==> src/rtl/wb_bus_arbiter.sv <==
// wb_bus_arbiter: two-master round-robin Wishbone arbiter with a stalled-access watchdog
module wb_bus_arbiter #(
  parameter int AW = 32,
  parameter int DW = 32,
  parameter int TIMEOUT = 255,
  parameter int TW = 8
) (
  input  logic            clk_i,
  input  logic            rst_i,
  input  logic            m0_cyc_i,
  input  logic            m0_stb_i,
  input  logic            m0_we_i,
  input  logic [AW-1:0]   m0_adr_i,
  input  logic [DW-1:0]   m0_dat_i,
  input  logic [DW/8-1:0] m0_sel_i,
  output logic [DW-1:0]   m0_dat_o,
  output logic            m0_ack_o,
  output logic            m0_err_o,
  input  logic            m1_cyc_i,
  input  logic            m1_stb_i,
  input  logic            m1_we_i,
  input  logic [AW-1:0]   m1_adr_i,
  input  logic [DW-1:0]   m1_dat_i,
  input  logic [DW/8-1:0] m1_sel_i,
  output logic [DW-1:0]   m1_dat_o,
  output logic            m1_ack_o,
  output logic            m1_err_o,
  output logic            s_cyc_o,
  output logic            s_stb_o,
  output logic            s_we_o,
  output logic [AW-1:0]   s_adr_o,
  output logic [DW-1:0]   s_dat_o,
  output logic [DW/8-1:0] s_sel_o,
  input  logic [DW-1:0]   s_dat_i,
  input  logic            s_ack_i,
  input  logic            s_err_i,
  output logic [1:0]      gnt_o,
  output logic            timeout_o
);
  typedef enum logic [1:0] {IDLE, GNT0, GNT1} state_t;
  localparam logic [TW-1:0] LIM = TW'(TIMEOUT == 0 ? 0 : TIMEOUT - 1);
  state_t state, nxt;
  logic last_served, to_pulse, stall, fire, g0, g1;
  logic [TW-1:0] cnt;
  always_comb begin
    nxt = state;
    if (state == IDLE)
      nxt = (m0_cyc_i && (!m1_cyc_i || last_served)) ? GNT0 : m1_cyc_i ? GNT1 : IDLE;
    else if (state == GNT0 && !m0_cyc_i)
      nxt = m1_cyc_i ? GNT1 : IDLE;
    else if (state == GNT1 && !m1_cyc_i)
      nxt = m0_cyc_i ? GNT0 : IDLE;
  end
  assign g0 = state == GNT0;
  assign g1 = state == GNT1;
  assign gnt_o = {g1, g0};
  assign timeout_o = to_pulse;
  assign s_cyc_o = g0 ? m0_cyc_i : g1 ? m1_cyc_i : 1'b0;
  assign s_stb_o = (g0 ? m0_stb_i : g1 ? m1_stb_i : 1'b0) & ~to_pulse;
  assign s_we_o  = g0 ? m0_we_i  : g1 ? m1_we_i  : 1'b0;
  assign s_adr_o = g0 ? m0_adr_i : g1 ? m1_adr_i : '0;
  assign s_dat_o = g0 ? m0_dat_i : g1 ? m1_dat_i : '0;
  assign s_sel_o = g0 ? m0_sel_i : g1 ? m1_sel_i : '0;
  assign m0_dat_o = g0 ? s_dat_i : '0;
  assign m1_dat_o = g1 ? s_dat_i : '0;
  assign m0_ack_o = g0 & s_ack_i;
  assign m1_ack_o = g1 & s_ack_i;
  assign m0_err_o = g0 & (s_err_i | to_pulse);
  assign m1_err_o = g1 & (s_err_i | to_pulse);
  assign stall = s_stb_o & ~s_ack_i & ~s_err_i;
  // a fire across a grant change would hit the wrong master, so it waits for a stable state
  assign fire = (TIMEOUT != 0) && stall && cnt == LIM && nxt == state;
  always_ff @(posedge clk_i or posedge rst_i) begin
    if (rst_i) begin
      state <= IDLE;
      last_served <= 1'b1;
      cnt <= '0;
      to_pulse <= 1'b0;
    end else begin
      state <= nxt;
      if (nxt != state && nxt != IDLE) last_served <= nxt == GNT1;
      to_pulse <= fire;
      cnt <= (!stall || nxt != state || fire) ? '0 : (&cnt) ? cnt : cnt + 1'b1;
    end
  end
endmodule

==> config.mk <==
export PLATFORM = sky130hd
export DESIGN_NAME = wb_bus_arbiter
export DESIGN_NICKNAME = d
export VERILOG_FILES = /design/src/rtl/wb_bus_arbiter.sv
export SDC_FILE = /design/constraint.sdc
export NUM_CORES = 1
export LEC_CHECK = 0
export ABC_AREA = 1
export BUFFER_PORTS_ARGS = -buffer_cell sky130_fd_sc_hd__buf_2
export CAP_MARGIN = 5
export CORE_AREA = 2 2 123 125
export CTS_BUF_LIST = sky130_fd_sc_hd__clkbuf_16
export DETAILED_ROUTE_END_ITERATION = 8
export DIE_AREA = 0 0 125 127
export PLACE_DENSITY = 0.53
export SLEW_MARGIN = 15
export SYNTH_ARGS = -nofsm -noshare
export SYNTH_HDL_FRONTEND = slang
export SYNTH_SLANG_ARGS = --single-unit
==> constraint.sdc <==
create_clock -name clk_i -period 1.7 [get_ports clk_i]
set_clock_uncertainty 0.05 [all_clocks]
set_input_delay 0 -clock clk_i [delete_from_list [all_inputs] [get_ports clk_i]]
set_output_delay 0 -clock clk_i [all_outputs]
set_load 0.02 [all_outputs]
Word-level counts from Yosys, hierarchy flattened
Index checks and enable logic that the tools add are counted.
- add/sub/neg operators: 1
- $mul: 0
- eq/ne operators: 7
- divide/modulo/power cells: 0
- shifts and indexed selects: 0
- mux-type cells: 22
- reductions and logical operators: 15
- bitwise gates (word level): 11
- order comparisons: 0
- operators with widths (cell ; count):
    $mux W32 ; 6
    $mux W8 ; 2
    $mux W2 ; 5
    $add A8 B1 Y8 const B ; 1
    $eq A8 B8 Y1 const B ; 1
    $mux W4 ; 2
    $reduce_and A8 Y1 ; 1
    $and A1 B1 Y1 ; 7
    $mux W1 ; 7
    $logic_and A1 B1 Y1 ; 6
    $eq A2 B2 Y1 const B ; 2
    $logic_not A1 Y1 ; 3
    $logic_or A1 B1 Y1 ; 3
    $not A1 Y1 ; 3
    $eq A2 B1 Y1 const B ; 1
    $eq A2 B2 Y1 ; 1
    $logic_not A2 Y1 ; 1
    $ne A2 B2 Y1 ; 1
    $ne A2 B2 Y1 const B ; 1
    $reduce_bool A2 Y1 ; 1
    $or A1 B1 Y1 ; 1
- memories: 0
- memory bits (writable): 0
- bits in read-only memories: 0
- input bits: 178
- word-level logic and storage cells: 60
- bits in latches: 0
- bits in registers: 12
- output and inout port bits: 142

Depth between registers and ports, before layout
- depth after elaboration: 10
- mapped depth: 9
- gate-level depth less buffers: 9

Least setup slack after synthesis
No wires, ideal clock.
- path kind: reg2reg
- start: register cnt[0]
- end: register cnt[7]
- buffers on the path: 0
- data required time: 1.529 ns
- arrival time: 1.221 ns
- setup time: 0.121 ns
- setup slack: 0.308 ns
- clock period less this slack: 1.392 ns
- stages on the path, launching flop included: 7
- cell sequence: dfrtp_1 -> ha_1 -> nand2_1 -> nor2_1 -> nor2_1 -> xnor2_1 -> nor2_2
- cells in the longest elaborated chain, start to end: 5
- elaborated cells on any way between the ends: 9
- those cells by class: add/sub: 1; eq/ne: 2; mux: 2; reduce/logical: 4
- RTL lines (item ; line ; text):
    start, declared ; 44 ; logic [TW-1:0] cnt;
    start signal, assigned ; 83 ; cnt <= (!stall || nxt != state || fire) ? '0 : (&cnt) ? cnt : cnt + 1'b1;
    branches (longest 5 deep; another with $add A8 B1 Y8) ; - ;
Parallel ways; which one is timed is not known. The select of a mux whose other input is x is not followed.
A chain may end at the register's enable or synchronous reset.

Worst setup path after layout
- start: register state[0]
- end: output port s_dat_o[16]
- cells in the longest elaborated chain, start to end: 3
- elaborated cells on any way between the ends: 4
- those cells by class: eq/ne: 2; mux: 2
- RTL lines (item ; line ; text):
    start, declared ; 42 ; state_t state, nxt;
    start signal, assigned ; 80 ; state <= nxt;
    $eq A2 B2 Y1 ; 55 ; assign g1 = state == GNT1;
    $mux W32 ; 62 ; assign s_dat_o = g0 ? m0_dat_i : g1 ? m1_dat_i : '0;
    $mux W32 * ; 62 ;
    end, declared ; 32 ; output logic [DW-1:0] s_dat_o,
Mark *: on every way between the ends. The rest lies on a longest branch, timed or not.

==> results.tsv <==
metric	value	unit
status	finished clean	
synth_top_area_cell	a22o_1	
cts_root_buf	clkbuf_16	
ys_seq_elements	12	
cp_cell_sequence	inv_2 -> nand2_2 -> inv_4 -> buf_12 -> a22o_1 -> buf_2	
crit_fanout	18	
r2r_setup_slack	0.20	ns
syn_to_final_growth	107	%
syn_area	1840	µm²
synth_top_area_share	32.9	%
cts-buffers-inserted	3	
cts_tree	done	
cp_slowest_cell	dfrtp_1	
fin_nets	781	
peakVddDrop	0.000344	V
worstPathRequired	1.65	ns
ios	320	
setup.worst_path.end_class	output port	
synth_nets	469	
setup_viol	0	
r2r_end	cnt[3]$_DFFE_PP0P_	
cts.sinks	12	
finalCriticalPeriod	1.63	ns
die_w	125	µm
grt_setup_unrepaired	no	
die_h	127	µm
r2r_start	state[0]$_DFF_PP0_	
cts_max_level	1	
min_to	state[0]$_DFF_PP0_	
rows	44	
avgSynthCellArea	6.36	µm²
dr.pass1.iters	4	
p_int	0.748	mW
hp-class	in -> reg	
core-area	14400	µm²
power_switching	0.231	mW
fp.dieArea	15900	µm²
reg2regPathDepth	7	
dp_cells	776	
grt_pass1_vias	2916	
hold_path_depth	5	
hp-start	m0_cyc_i	
fin_hold_ws	0.0950	ns
power_leakage	2.52	nW
worstSkewPairLatency	0.24	ns
routed_wl	13.0	mm
comb_power_share	26.4	%
cap_viol_max_count	0	
vias	3193	
layout_commonest_cell	buf_2	
vias_per_cell	4.07	
drt_first_iter_violations	178	
layout-drive-gt1-share	58.2	%
clk_path_buf_depth	2	
cp_top_family	buffers and inverters	
netlist_instances	289	
post_drt_wl_per_cell	16.6	µm
arrival	1.58	ns
cpPeakStageDelay	0.40	ns
fill_cells	1620	
fmax	614	MHz
crit_start	state[0]$_DFF_PP0_	
ys_types	26	
layout_common_cells	319 x buf_2, 79 x nor2_1, 69 x a22o_1, 43 x inv_1, 24 x nand2_1	
n_antenna_cell	0	
worst_setup_path_start_kind	flop	
ys_warn_count	0	
crit_type	reg -> out	
portBuffers	319	
grt_start_max_net_pins	71	
max_slew_margin	69.0	%
critPathBufInv	4	
drtAntennaViolNets	0	
powerDensity	257	nW/µm²
power.share.sequential	29.3	%
drc	0	
clkTransAtPathRegs	0.04	ns
synth_area_leaders	a22o_1 33%, nor2_1 16%, dfrtp_1 15%	
initial_core_util	12.8	%
finalPower	0.979	mW
fin_setup_tns	0	ns
gp_congestion	0.822	
fin_crit_sh	95.8	%
hold_viol_final	0	
antenna_found_initial	1	
report.final.slew_viol_count	0	
place_ws	0.230	ns
worst_slew_pin_slew	0.464	ns
finalWorstSetupSlack	0.0710	ns
grt_overflow	0	
grt_use_total	14.3	%
seq_area_frac_synth	16.4	%
power_frac_clock	44.3	%
dpl.hpwl	10.4	mm
p_sw_share	23.6	%
grt_pass1_wl	17.9	mm
instances_no_fill	784	
final cells by class:
| class | instances | area (µm²) | share of cell area (%) |
|---|---|---|---|
| clock buffer | 3 | 75.1 | 1.97 |
| clock inverter | 1 | 3.75 | 0.0984 |
| inverter | 47 | 179 | 4.69 |
| multi-input combinational | 208 | 1260 | 33.0 |
| sequential | 12 | 302 | 7.90 |
| tap | 184 | 230 | 6.03 |
| timing repair buffer | 329 | 1770 | 46.3 |
worst register-to-register path, delay by kind of cell, from the launching register on:
| kind | cells | cell delay (ns) |
|---|---|---|
| DFF | 1 | 0.40 |
| and+or+nand+nor | 4 | 0.55 |
| buffers and inverters | 2 | 0.27 |
| AOI/OAI and AO/OA | 1 | 0.16 |
per-stage QoR:
step / area [µm²] / utilization, %
after floorplan: 1840 / -
final: 3810 / 26.4
after detailed placement: 3650 / 25.3
after CTS: 3760 / 26.1
after global routing: 3810 / 26.4
after global placement: 3650 / 25.3
cell usage after synthesis:
cell type,instances
a21o_1,1
buf_2,10
nor2_1,79
o22ai_1,1
a21oi_1,3
o21ai_0,2
nand2_1,24
a21boi_1,1
nor2_4,1
nand4_4,1
dfrtp_1,11
xor2_1,4
nand2_2,3
buf_4,2
a21oi_4,1
xnor2_1,1
buf_1,3
and2_1,1
nor2_2,7
a22o_1,69
dfstp_2,1
inv_1,43
clkbuf_1,7
inv_2,4
ha_1,2
nand3_1,7
worst max path at each step:
stage / endpoint / slack (ns) / depth (start not counted)
finish: s_dat_o[16] / 0.07 / 6
global route: s_dat_o[7] / 0.002 / 6
CTS: s_dat_o[16] / -0.01 / 6
detailed placement: s_dat_o[16] / 0.23 / 6
global placement: cnt[3]$_DFFE_PP0P_ / 0.23 / 7
floorplan: cnt[7]$_DFFE_PP0P_ / 0.31 / 6
state kept, by name (all words and copies together) (netlist names):
name and count:
timeout_o 1, state 2, cnt 8, last_served 1
power groups by stage:
| stage | Clock, mW | Combinational [mW] | Sequential (mW) |
|---|---|---|---|
| 2_1_floorplan | 0 | 0.0317 | 0.291 |
| 4_1_cts | 0.447 | 0.261 | 0.287 |
| 5_1_grt | 0.466 | 0.287 | 0.286 |
| 3_5_place_dp | 0 | 0.257 | 0.291 |
| 3_3_place_gp | 0 | 0.260 | 0.291 |
| 6_report | 0.434 | 0.258 | 0.287 |
routing by layer:
layer  wire length (µm)  GRT usage (%)  part of all wire, %  up-vias
met5                 13              0                 0.10        -
met4                 44           1.44                 0.34        2
met3                763           2.68                  5.9        7
met2               6840           26.3                   52      133
met1               5380           18.1                   41     1463
li1                   -              -                    -     1588
kinds of logic (layout without fill, tap and decap cells):
kind of cell | Yosys count | count (layout) | synth area share, %
compound gates | 78 | 78 | 36.3
fa+ha+maj | 2 | 2 | 1.36
simple gates | 123 | 123 | 28.4
flops | 12 | 12 | 16.4
xor+xnor | 5 | 5 | 2.38
buf+inv | 69 | 380 | 15.2
timing repair:
item | CTS | global route
resized for setup | 1 | 1
hold endpoints to repair | 11 | 0
gates cloned | 1 | 2
hold buffers | 1 | 0
setup endpoints to repair | 3 | 30
pin swaps | 0 | 0
setup buffers | 0 | 0
(Power assumes the default switching activity.)
